===== config.mk =====
export PLATFORM = sky130hd
export DESIGN_NAME = score_bcd_counter
export DESIGN_NICKNAME = d
export VERILOG_FILES = /design/src/rtl/score_bcd_counter.sv
export SDC_FILE = /design/constraint.sdc
export NUM_CORES = 1
export LEC_CHECK = 0
export CELL_PAD_IN_SITES_DETAIL_PLACEMENT = 1
export CELL_PAD_IN_SITES_GLOBAL_PLACEMENT = 1
export CORE_UTILIZATION = 38
export CTS_BUF_LIST = sky130_fd_sc_hd__clkbuf_4
export DETAILED_ROUTE_END_ITERATION = 16
export GPL_TIMING_DRIVEN = 0
export PLACE_DENSITY = 0.81
export SETUP_SLACK_MARGIN = 0.2
export SKIP_LAST_GASP = 1
export SLEW_MARGIN = 20
export SYNTH_ARGS = -nofsm -noshare
export SYNTH_HDL_FRONTEND = slang
export SYNTH_SLANG_ARGS = --single-unit

===== constraint.sdc =====
create_clock -name clk -period 1.92 [get_ports clk]
set_input_delay 0.384 -clock clk [delete_from_list [all_inputs] [get_ports clk]]
set_output_delay 0.384 -clock clk [all_outputs]
set_load 0.01 [all_outputs]

===== src/rtl/score_bcd_counter.sv =====
`timescale 1ns/1ps
// Four-digit BCD score counter with debounced increment/clear buttons and a
// synchronous increment input; saturates at 9999 with a sticky overflow flag.
module score_bcd_counter #(
  parameter int unsigned CLK_FREQ        = 50_000_000,
  parameter int unsigned DEBOUNCE_CYCLES = CLK_FREQ / 100
) (
  input  logic        clk,
  input  logic        rst_n,
  input  logic        btn_inc,
  input  logic        btn_clr,
  input  logic        inc_pulse,
  output logic [15:0] value,
  output logic        overflow
);

  localparam int unsigned CNT_W   = $clog2(DEBOUNCE_CYCLES) + 1;
  localparam int unsigned NUM_BTN = 2;
  localparam int unsigned BTN_INC = 0;
  localparam int unsigned BTN_CLR = 1;
  localparam int unsigned DIGITS  = 4;
  localparam logic [CNT_W-1:0] CNT_MAX = CNT_W'(DEBOUNCE_CYCLES - 1);
  localparam logic [15:0] VALUE_MAX = 16'h9999;

  logic [NUM_BTN-1:0] btn_raw;
  logic [NUM_BTN-1:0] press_c;
  logic               inc_evt_c;
  logic               clr_evt_c;
  logic [15:0]        value_inc_c;
  logic               carry;

  assign btn_raw = {btn_clr, btn_inc};

  // Per-button synchronizer, debounce counter and rising-edge press detector.
  for (genvar i = 0; i < NUM_BTN; i++) begin : g_btn
    logic             s1;
    logic             s2;
    logic             stable;
    logic             stable_q;
    logic [CNT_W-1:0] cnt;

    always_ff @(posedge clk or negedge rst_n) begin
      if (!rst_n) begin
        s1       <= 1'b0;
        s2       <= 1'b0;
        stable   <= 1'b0;
        stable_q <= 1'b0;
        cnt      <= '0;
      end else begin
        s1       <= btn_raw[i];
        s2       <= s1;
        stable_q <= stable;
        if (s2 == stable) begin
          cnt <= '0;
        end else if (cnt == CNT_MAX) begin
          stable <= s2;
          cnt    <= '0;
        end else begin
          cnt <= cnt + CNT_W'(1);
        end
      end
    end

    assign press_c[i] = stable & ~stable_q;
  end

  // A button press and inc_pulse in the same cycle merge into one increment.
  assign inc_evt_c = inc_pulse | press_c[BTN_INC];
  assign clr_evt_c = press_c[BTN_CLR];

  // Ripple BCD +1: each digit 9 wraps to 0 and carries upward.
  always_comb begin
    value_inc_c = value;
    carry       = 1'b1;
    for (int d = 0; d < DIGITS; d++) begin
      if (carry) begin
        if (value[4*d +: 4] == 4'd9) begin
          value_inc_c[4*d +: 4] = 4'd0;
        end else begin
          value_inc_c[4*d +: 4] = value[4*d +: 4] + 4'd1;
          carry                 = 1'b0;
        end
      end
    end
  end

  always_ff @(posedge clk or negedge rst_n) begin
    if (!rst_n) begin
      value    <= 16'h0000;
      overflow <= 1'b0;
    end else if (clr_evt_c) begin
      value    <= 16'h0000;
      overflow <= 1'b0;
    end else if (inc_evt_c && !overflow) begin
      if (value == VALUE_MAX) begin
        overflow <= 1'b1;
      end else begin
        value <= value_inc_c;
      end
    end
  end

endmodule


==> results by group, run 1 <==
Worst setup path
  – Worst setup SP type: flip-flop
  – Critical Path Source: value[1]$_DFFE_PN0P_
  – Required time of the critical path: 2.25 ns
  – FF-to-FF setup slack: -0.21 ns
  – Max Fanout on Critical Path: 7
  – RR Endpoint: value[15]$_DFFE_PN0P_
  – Critical path type: flip-flop to flip-flop
  – R2R Path Start: value[1]$_DFFE_PN0P_
  – Reg2Reg Depth: 8
  – Worst EP arrival: 2.47 ns
  – Worst Setup End Kind: flip-flop

Die
  – I/O Pins: 22
  – Core area: 8380 um^2
  – Die area: 9200 um^2
  – Die Ht: 95.9 um
  – Initial Utilization: 40.0%
  – # rows: 33
  – Die width: 95.9 um

Power and ir drop
  – Switching Share: 27.4%
  – P_leak: 0.00208 uW
  – Sequential share of power: 59.3%
  – Max VDD drop: 0.245 mV
  – Pwr dens: 471 nW/um^2
  – Logic pwr share: 6.7%
  – Clock power share: 34.0%
  – Internal power: 1720 uW
  – Net Sw Power: 648 uW

Detailed routing
  – Detailed router's first-iteration violation count: 172
  – Metal-1 WL: 5.27 mm
  – Max Used Layer: met5
  – Vias post-DR: 3,451
  – Via density: 6.25
  – Drt total wl: 14.2 mm
  – DR WL met3: 717 um
  – Metal2 WL: 7.54 mm
  – Avg WL per Cell: 25.7 um
  – Final ANT Viol Nets: 0
  – 1st-pass router iterations: 4
  – Drt drc: 0

Yosys
  – Ys flop type: dfrtp_1
  – Ys Warns: 0
  – Ys async rst share: 100%
  – Synthesized area per cell: 10.1 um^2
  – Syn_nets: 347
  – Synth cell types: 49
  – Register bit total from synthesis: 65
  – Cell count after synthesis: 332
  – Sequential fraction of the synthesis area: 48.5%
  – Synthesized cell area: 3350 um^2
  – Post-synth EDFFs: 0

Layout
  – # nets final: 460
  – Final core occ: 60.0%
  – Share of layout cells above drive strength 1: 45.2%
  – Synthesis-to-layout area growth: 49.9%
  – Antenna diodes: 0
  – Non-filler cells, final: 552
  – Fillers: 880

Clock network
  – CTS buffer count: 9
  – Skew-Pair Late Insertion Delay: 0.44 ns
  – # clock sinks: 65
  – Bufs on Longest Clock Path: 2
  – Clock Root Buffer: clkbuf_4
  – Clock slew at reported path FFs: 0.13 ns
  – H-tree levels: 3
  – TritonCTS clock tree: yes

Global route
  – Vias in the first global route: 3,432
  – First-pass GRT wire length: 17.1 mm
  – GRT Overall Usage: 24.5%
  – Initial antenna violation count: 1
  – Total gr overflow: 0
  – Largest net degree at the start of global routing: 57

STA
  – Setup Skew: 0.0219 ns
  – Slew at the pin with the worst max-slew slack: 0.573 ns
  – Min Clock Period, post-route: 2.13 ns
  – Max Slew Vio Count: 0
  – Max-slew headroom: 61.8%
  – Setup ws final: -0.213 ns
  – Hold WS: 0.322 ns
  – RSZ-0062 raised after global routing: yes
  – Fmax achieved: 469 MHz
  – Hold Violations, Final: 0
  – Fin crit share: 111%
  – Final setup vio count: 14

Worst hold path
  – Hold Path Class: primary input to async pin

Run status
  – Status: finished, violations left
  – Failing checks: negative setup slack

Placement
  – PortBufs: 21
  – GP Congestion: 0.781
  – Dpl hpwl: 5.49 mm
  – Placed Cells: 459

Flow run
  – Max-cap viol count: 0
-- per-stage QoR --
stage	power (uW)	setup WS (ns)	TNS, ns	cell area (um^2)
finish	2370	-0.213	-1.70	5030
global route	2430	-0.315	-2.70	5030
CTS	2270	-0.00533	-0.00533	4450
detailed placement	1510	-0.237	-3.83	3750
global placement	1500	-1.81	-120.07	3730
floorplan	1450	-0.0291	-0.0291	3380
-- final cells by class --
class,instances,area (um^2),area share (%)
tap,105,131,2.61
buffer,9,77.6,1.54
sequential,65,1640,32.7
timing repair buffer,102,885,17.6
clock inverter,2,8.76,0.174
inverter,13,48.8,0.971
clock buffer,11,82.6,1.64
multi-input combinational,245,2150,42.8
-- cell usage after synthesis (4+ instances only) --
cell / count / share of area, %
clkbuf_1: 5 / 0.56
nor3_1: 7 / 1.0
a31oi_1: 5 / 0.93
xor2_1: 14 / 3.7
mux2_2: 4 / 1.3
or4_1: 8 / 1.8
nand2_1: 14 / 1.6
dfrtp_1: 65 / 49
nand3_1: 16 / 2.4
nor2_1: 40 / 4.5
nand4_1: 16 / 3.0
nand3b_1: 7 / 1.6
nor4_1: 9 / 1.7
o21ai_0: 10 / 1.5
a21oi_1: 16 / 2.4
inv_1: 13 / 1.5
and4_1: 5 / 1.3
o31ai_1: 7 / 1.6
ha_1: 10 / 3.7
or3_1: 5 / 0.93
xnor2_1: 14 / 3.7
-- worst max-delay path by stage --
stage	end	cells past startpoint
3_3_place_gp	g_btn[1].cnt[0]$_DFF_PN0_	1
4_1_cts	value[8]$_DFFE_PN0P_	6
5_1_grt	value[6]$_DFFE_PN0P_	7
3_5_place_dp	value[8]$_DFFE_PN0P_	5
6_report	value[15]$_DFFE_PN0P_	8
2_1_floorplan	value[8]$_DFFE_PN0P_	6
-- worst max-delay path, cell delays in order (launching register included) --
cell and delay (ns):
dfrtp_1 0.42, inv_2 0.09, ha_4 0.14, nand3b_1 0.23, buf_4 0.24, a2111oi_4 0.32
buf_4 0.22, a31oi_2 0.12, a41o_1 0.25
-- cells in the final DEF, fill, tap and decap left out, types with 7 or more instances in the layout --
| cell | synthesis | final |
|---|---|---|
| a21oi_2 | 0 | 10 |
| buf_4 | 1 | 69 |
| buf_6 | 0 | 13 |
| clkbuf_4 | 0 | 11 |
| dfrtp_1 | 65 | 52 |
| dfrtp_2 | 0 | 13 |
| dlygate4sd2_1 | 0 | 12 |
| inv_1 | 13 | 10 |
| nand2_1 | 14 | 13 |
| nand3_1 | 16 | 12 |
| nand3b_1 | 7 | 7 |
| nand4_1 | 16 | 16 |
| nor2_1 | 40 | 12 |
| nor2_2 | 0 | 14 |
| nor2_4 | 0 | 14 |
| xnor2_1 | 14 | 12 |
| xor2_1 | 14 | 14 |
-- what timing repair did --
item / 4_1_cts / 5_1_grt
gates cloned: 1 / 1
setup endpoints to repair: 73 / 62
hold buffers: 1 / 0
pin swaps: 23 / 37
endpoints found under the hold margin: 9 / 0
setup buffers: 54 / 23
gates resized for setup: 67 / 103
-- power by group through the flow --
stage	clock (uW)	sequential, uW	combinational [uW]
CTS	760	1400	117
finish	805	1400	159
floorplan	0	1420	35.4
global route	855	1400	172
detailed placement	0	1420	90.4
global placement	0	1420	81.7
-- layer usage --
layer,vias to the layer above,global-route usage (%)
li1,1452,-
met1,1777,28.5
met4,2,9.33
met3,60,4.58
met2,160,44.5
met5,-,0
-- kinds of logic (layout without fill, tap and decap cells) --
family                   Yosys count  in the layout  share of synthesized area [%]
AO/OA/AOI/OAI                     56             56                           11.8
XOR/XNOR                          28             28                           7.31
adder cells (fa/ha/maj)           10             10                           3.73
buffers and inverters             22            137                           2.69
flip-flops                        65             65                           48.5
multiplexers                       5              5                           1.64
AND/OR/NAND/NOR                  146            146                           24.3
-- registers in the layout, summed over array words and instances (netlist names) --
signal          cells
overflow            1
g_btn.s1            2
g_btn.cnt          40
g_btn.s2            2
g_btn.stable_q      2
g_btn.stable        2
value              16
No activity file was read; power rests on OpenSTA's default activity.
==> inputs of run 2 (changes only) <==
- GPL_TIMING_DRIVEN: 0 -> not set
==> results by group, run 2 (same netlist as run 1, synthesis figures left out) <==
Die
  – # rows: 33
  – I/O Pins: 22
  – Initial Utilization: 40.0%
  – Die width: 95.9 um
  – Die area: 9200 um^2
  – Core area: 8380 um^2
  – Die Ht: 95.9 um

Power and ir drop
  – Clock power share: 37.6%
  – Pwr Total: 2480 uW
  – Logic pwr share: 6.0%
  – Max VDD drop: 0.306 mV
  – Switching Share: 24.7%
  – P_leak: 0.00199 uW
  – Net Sw Power: 613 uW
  – Sequential share of power: 56.4%
  – Internal power: 1860 uW
  – Pwr dens: 514 nW/um^2

Worst setup path
  – Worst Setup End Kind: flip-flop
  – Worst setup SP type: flip-flop
  – Worst EP arrival: 2.24 ns
  – Required time of the critical path: 2.25 ns
  – Critical path type: flip-flop to flip-flop
  – Max Fanout on Critical Path: 4

Clock network
  – H-tree levels: 3
  – CTS buffer count: 9
  – Bufs on Longest Clock Path: 2
  – Skew-Pair Late Insertion Delay: 0.41 ns
  – TritonCTS clock tree: yes
  – Clock Root Buffer: clkbuf_4
  – Clock slew at reported path FFs: 0.12 ns
  – # clock sinks: 65

Run status
  – Status: finished, final reports clean

STA
  – Max Slew Vio Count: 0
  – RSZ-0062 raised after global routing: yes
  – Fin crit share: 99.5%
  – Setup Skew: 0.0161 ns
  – Final setup TNS: 0 ns
  – Min Clock Period, post-route: 1.91 ns
  – Slew at the pin with the worst max-slew slack: 0.497 ns
  – Fmax achieved: 524 MHz
  – Max-slew headroom: 66.8%
  – Hold WS: 0.374 ns
  – Hold Violations, Final: 0
  – Final setup vio count: 0

Global route
  – Total gr overflow: 0
  – First-pass GRT wire length: 15.9 mm
  – GRT Max-Usage Layer: met2
  – Initial antenna violation count: 1
  – Met1 Usage GRT: 26.9%
  – GRT Overall Usage: 22.9%
  – Largest net degree at the start of global routing: 66
  – GR Util met2: 40.4%
  – Met3 GRT Util: 4.66%
  – Vias in the first global route: 3,264

Flow run
  – Max-cap viol count: 0

Layout
  – Share of layout cells above drive strength 1: 38.5%
  – Top flop regs: g_btn.cnt (40), value (16)
  – Non-filler cells, final: 547
  – Most common cell after layout, fill and taps aside: buf_4
  – Synthesis-to-layout area growth: 43.6%
  – Area taken by multi-input logic gates: 1960 um^2
  – Biggest register: g_btn.cnt
  – Final core occ: 57.5%
  – Fillers: 911
  – FF+latch area: 1640 um^2
  – Largest register FFs: 40
  – Commonest cells after routing, fill and taps aside: buf_4 (66), dfrtp_1 (56), nor2_1 (25)
  – # nets final: 451

Placement
  – Placed Cells: 482
  – GP Congestion: 0.802
  – Dpl hpwl: 5.87 mm
  – PortBufs: 21

Detailed routing
  – Vias post-DR: 3,139
  – Drt total wl: 11.0 mm
  – 1st-pass router iterations: 6
  – Final ANT Viol Nets: 0
  – Detailed router's first-iteration violation count: 119
  – Via density: 5.74
  – Avg WL per Cell: 20.2 um
  – Drt drc: 0

Worst hold path
  – Hold Path Class: flip-flop to flip-flop
[run 2: path summary, 6_finish.rpt]
| check | slack [ns] | cells after the start | end | from |
|---|---|---|---|---|
| max | 0.01 | 7 | value[12]$_DFFE_PN0P_ | value[1]$_DFFE_PN0P_ |
| min reg2reg | 0.37 | 0 | g_btn[0].s2$_DFF_PN0_ | g_btn[0].s1$_DFF_PN0_ |
| max in group asynchronous | 1.06 | 3 | value[8]$_DFFE_PN0P_ | rst_n |
| max reg2reg | 0.01 | 7 | value[12]$_DFFE_PN0P_ | value[1]$_DFFE_PN0P_ |
| min | 0.37 | 0 | g_btn[0].s2$_DFF_PN0_ | g_btn[0].s1$_DFF_PN0_ |
| min in group asynchronous | 0.51 | 3 | value[2]$_DFFE_PN0P_ | rst_n |
[run 2: final cells by class]
class	instances	area share, %
clock inverters	5	0.961
flip-flops and latches	65	34.0
repair buffers	102	18.9
multi-input cells	245	40.6
well taps	105	2.73
inverters	13	1.01
diodes	1	0.0520
clock buffers	11	1.71
[run 2: what timing repair did]
item / in CTS / in global routing
hold buffers: 1 / 0
hold endpoints to repair: 65 / 0
buffers inserted: 28 / 18
pin swaps: 9 / 29
resized for setup: 35 / 75
setup endpoints to repair: 63 / 63
gates cloned: 1 / 0
[run 2: critical path, cell delays in order (launching register included)]
cell and delay (ns):
dfrtp_1 0.41, inv_2 0.09, ha_4 0.13, nand3b_1 0.14, a2111o_1 0.47, buf_6 0.15
or3_1 0.30, a21oi_1 0.13
[run 2: metrics by stage]
| step | setup slack (ns) | cell area, um^2 |
|---|---|---|
| finish | 0.0101 | 4820 |
| floorplan | -0.0291 | 3380 |
| CTS | 0.0172 | 4400 |
| detailed placement | -0.151 | 3950 |
| global placement | -0.0811 | 3950 |
| global route | -0.0325 | 4820 |
[run 2: layer usage]
metal	up-vias	part of all wire, %	routed length [um]
li1	1438	-	-
met4	0	2.7	298
met1	1604	43	4770
met3	26	2.7	297
met5	-	0	0
met2	71	51	5660
[run 2: power groups by stage]
stage               Combinational [uW]  Sequential, uW  Clock, uW
floorplan                         35.4            1420          0
global placement                  92.1            1420          0
detailed placement                95.5            1420          0
CTS                                119            1390        935
global route                       166            1400       1010
finish                             149            1400        931
==> inputs of run 3 (changes only) <==
- MAX_ROUTING_LAYER: not set -> met4
==> results by group, run 3 (same netlist as run 1, synthesis figures left out) <==
Run status
  – Status: finished, violations left
  – Failing checks: negative setup slack

STA
  – Setup ws final: -0.00412 ns
  – Min Clock Period, post-route: 1.92 ns
  – RSZ-0062 raised after global routing: yes
  – Fmax achieved: 520 MHz
  – Fin crit share: 100%
  – Max Slew Vio Count: 0
  – Final setup TNS: -0.00412 ns
  – Slew at the pin with the worst max-slew slack: 0.488 ns
  – Hold Violations, Final: 0
  – Setup Skew: 0.0227 ns
  – Max-slew headroom: 67.2%
  – Final setup vio count: 1

Die
  – I/O Pins: 22
  – Initial Utilization: 40.0%
  – Die width: 95.9 um
  – # rows: 33
  – Core area: 8380 um^2
  – Die area: 9200 um^2
  – Die Ht: 95.9 um

Placement
  – GP Congestion: 0.814
  – DP Worst Slack: -0.151 ns
  – Post-DP Area: 3950 um^2
  – PortBufs: 21
  – Dpl hpwl: 5.87 mm

Power and ir drop
  – Clock power share: 37.3%
  – Switching Share: 24.4%
  – Logic pwr share: 6.1%
  – Pwr dens: 513 nW/um^2
  – Max VDD drop: 0.306 mV
  – Sequential share of power: 56.7%
  – P_leak: 0.00199 uW
  – Internal power: 1860 uW
  – Net Sw Power: 600 uW

Flow run
  – Max-cap viol count: 0

Worst setup path
  – Required time of the critical path: 2.25 ns
  – Worst Setup End Kind: flip-flop
  – Crit-path max cell delay: 0.54 ns
  – Max Fanout on Critical Path: 5
  – Worst path cell trace: nand2b_1 -> a2111o_1 -> buf_6 -> or3_1 -> a21oi_1
  – Worst setup SP type: flip-flop
  – Worst EP arrival: 2.25 ns
  – Slowest stage cell, crit path: a2111o_1
  – Critical path type: flip-flop to flip-flop

Global route
  – Largest net degree at the start of global routing: 66
  – First-pass GRT wire length: 15.9 mm
  – Initial antenna violation count: 1
  – Total gr overflow: 0
  – GRT Overall Usage: 23.6%
  – Vias in the first global route: 3,256

Clock network
  – Clock slew at reported path FFs: 0.12 ns
  – Clock Root Buffer: clkbuf_4
  – CTS buffer count: 9
  – H-tree levels: 3
  – Bufs on Longest Clock Path: 2
  – TritonCTS clock tree: yes
  – Skew-Pair Late Insertion Delay: 0.41 ns
  – # clock sinks: 65

Layout
  – # nets final: 451
  – Commonest cells after routing, fill and taps aside: buf_4 (68), dfrtp_1 (56), nor2_1 (26)
  – Share of layout cells above drive strength 1: 38.3%
  – Most common cell after layout, fill and taps aside: buf_4
  – Synthesis-to-layout area growth: 43.3%
  – Final Instance Area: 4810 um^2
  – Largest register FFs: 40
  – Top flop regs: g_btn.cnt (40), value (16)
  – Biggest register: g_btn.cnt

Detailed routing
  – Detailed router's first-iteration violation count: 126
  – 1st-pass router iterations: 4
  – Via density: 5.73
  – Avg WL per Cell: 20.1 um
  – Vias post-DR: 3,132
  – Final ANT Viol Nets: 0
  – Drt drc: 0
  – Drt total wl: 11.0 mm

Worst hold path
  – Hold Path Class: flip-flop to flip-flop
[run 3: cell type report]
| cell class | count | area [um^2] |
|---|---|---|
| fill | 918 | 3580 |
| multi-input combinational | 245 | 1950 |
| sequential | 65 | 1640 |
| timing repair buffer | 102 | 903 |
| tap | 105 | 131 |
| clock buffer | 11 | 82.6 |
| inverter | 13 | 48.8 |
| clock inverter | 5 | 46.3 |
| antenna | 1 | 2.50 |
[run 3: critical path: cells and delay by family (launching register included)]
kind	cells	cell delay, ns
compound gates	2	0.69
simple gates	2	0.51
flops	1	0.50
buf+inv	1	0.15
[run 3: power by group through the flow]
stage | clock network, uW | registers [uW] | logic (uW)
6_report | 918 | 1400 | 150
2_1_floorplan | 0 | 1420 | 35.4
5_1_grt | 1020 | 1400 | 165
3_3_place_gp | 0 | 1420 | 92.1
4_1_cts | 935 | 1390 | 119
3_5_place_dp | 0 | 1420 | 95.5
[run 3: final timing paths]
path,slack [ns],depth (start not counted),to,from
worst max-delay path,-0.004,5,value[12]$_DFFE_PN0P_,g_btn[0].stable$_DFFE_PN0P_
worst min-delay path,0.37,0,g_btn[0].s2$_DFF_PN0_,g_btn[0].s1$_DFF_PN0_
worst max register to register,-0.004,5,value[12]$_DFFE_PN0P_,g_btn[0].stable$_DFFE_PN0P_
worst min register to register,0.37,0,g_btn[0].s2$_DFF_PN0_,g_btn[0].s1$_DFF_PN0_
max in group asynchronous,1.06,3,value[8]$_DFFE_PN0P_,rst_n
min in group asynchronous,0.52,3,value[2]$_DFFE_PN0P_,rst_n
[run 3: metrics by stage]
step	cells	hold slack [ns]	power, uW	utilization [%]
6_report	547	0.375	2460	57.3
5_1_grt	547	0.354	2580	57.3
4_1_cts	528	0.361	2450	52.5
3_5_place_dp	482	0.336	1520	47.1
3_3_place_gp	482	0.337	1510	47.1
2_1_floorplan	332	0.0884	1450	-
[run 3: routing by layer]
layer | vias to the layer above | share of wire [%] | wire length (um) | GRT usage, %
li1 | 1440 | - | - | -
met1 | 1605 | 43 | 4780 | 27.3
met2 | 64 | 52 | 5700 | 40.5
met3 | 23 | 2.7 | 293 | 4.42
met4 | 0 | 2.1 | 233 | 9.20
met5 | - | 0 | 0 | -
[run 3: timing repair]
action	4_1_cts	5_1_grt
endpoints found under the hold margin	65	0
setup endpoints to repair	63	63
pin swaps	9	26
setup buffers	28	18
cloned	1	0
hold buffers	1	0
gates resized for setup	35	72
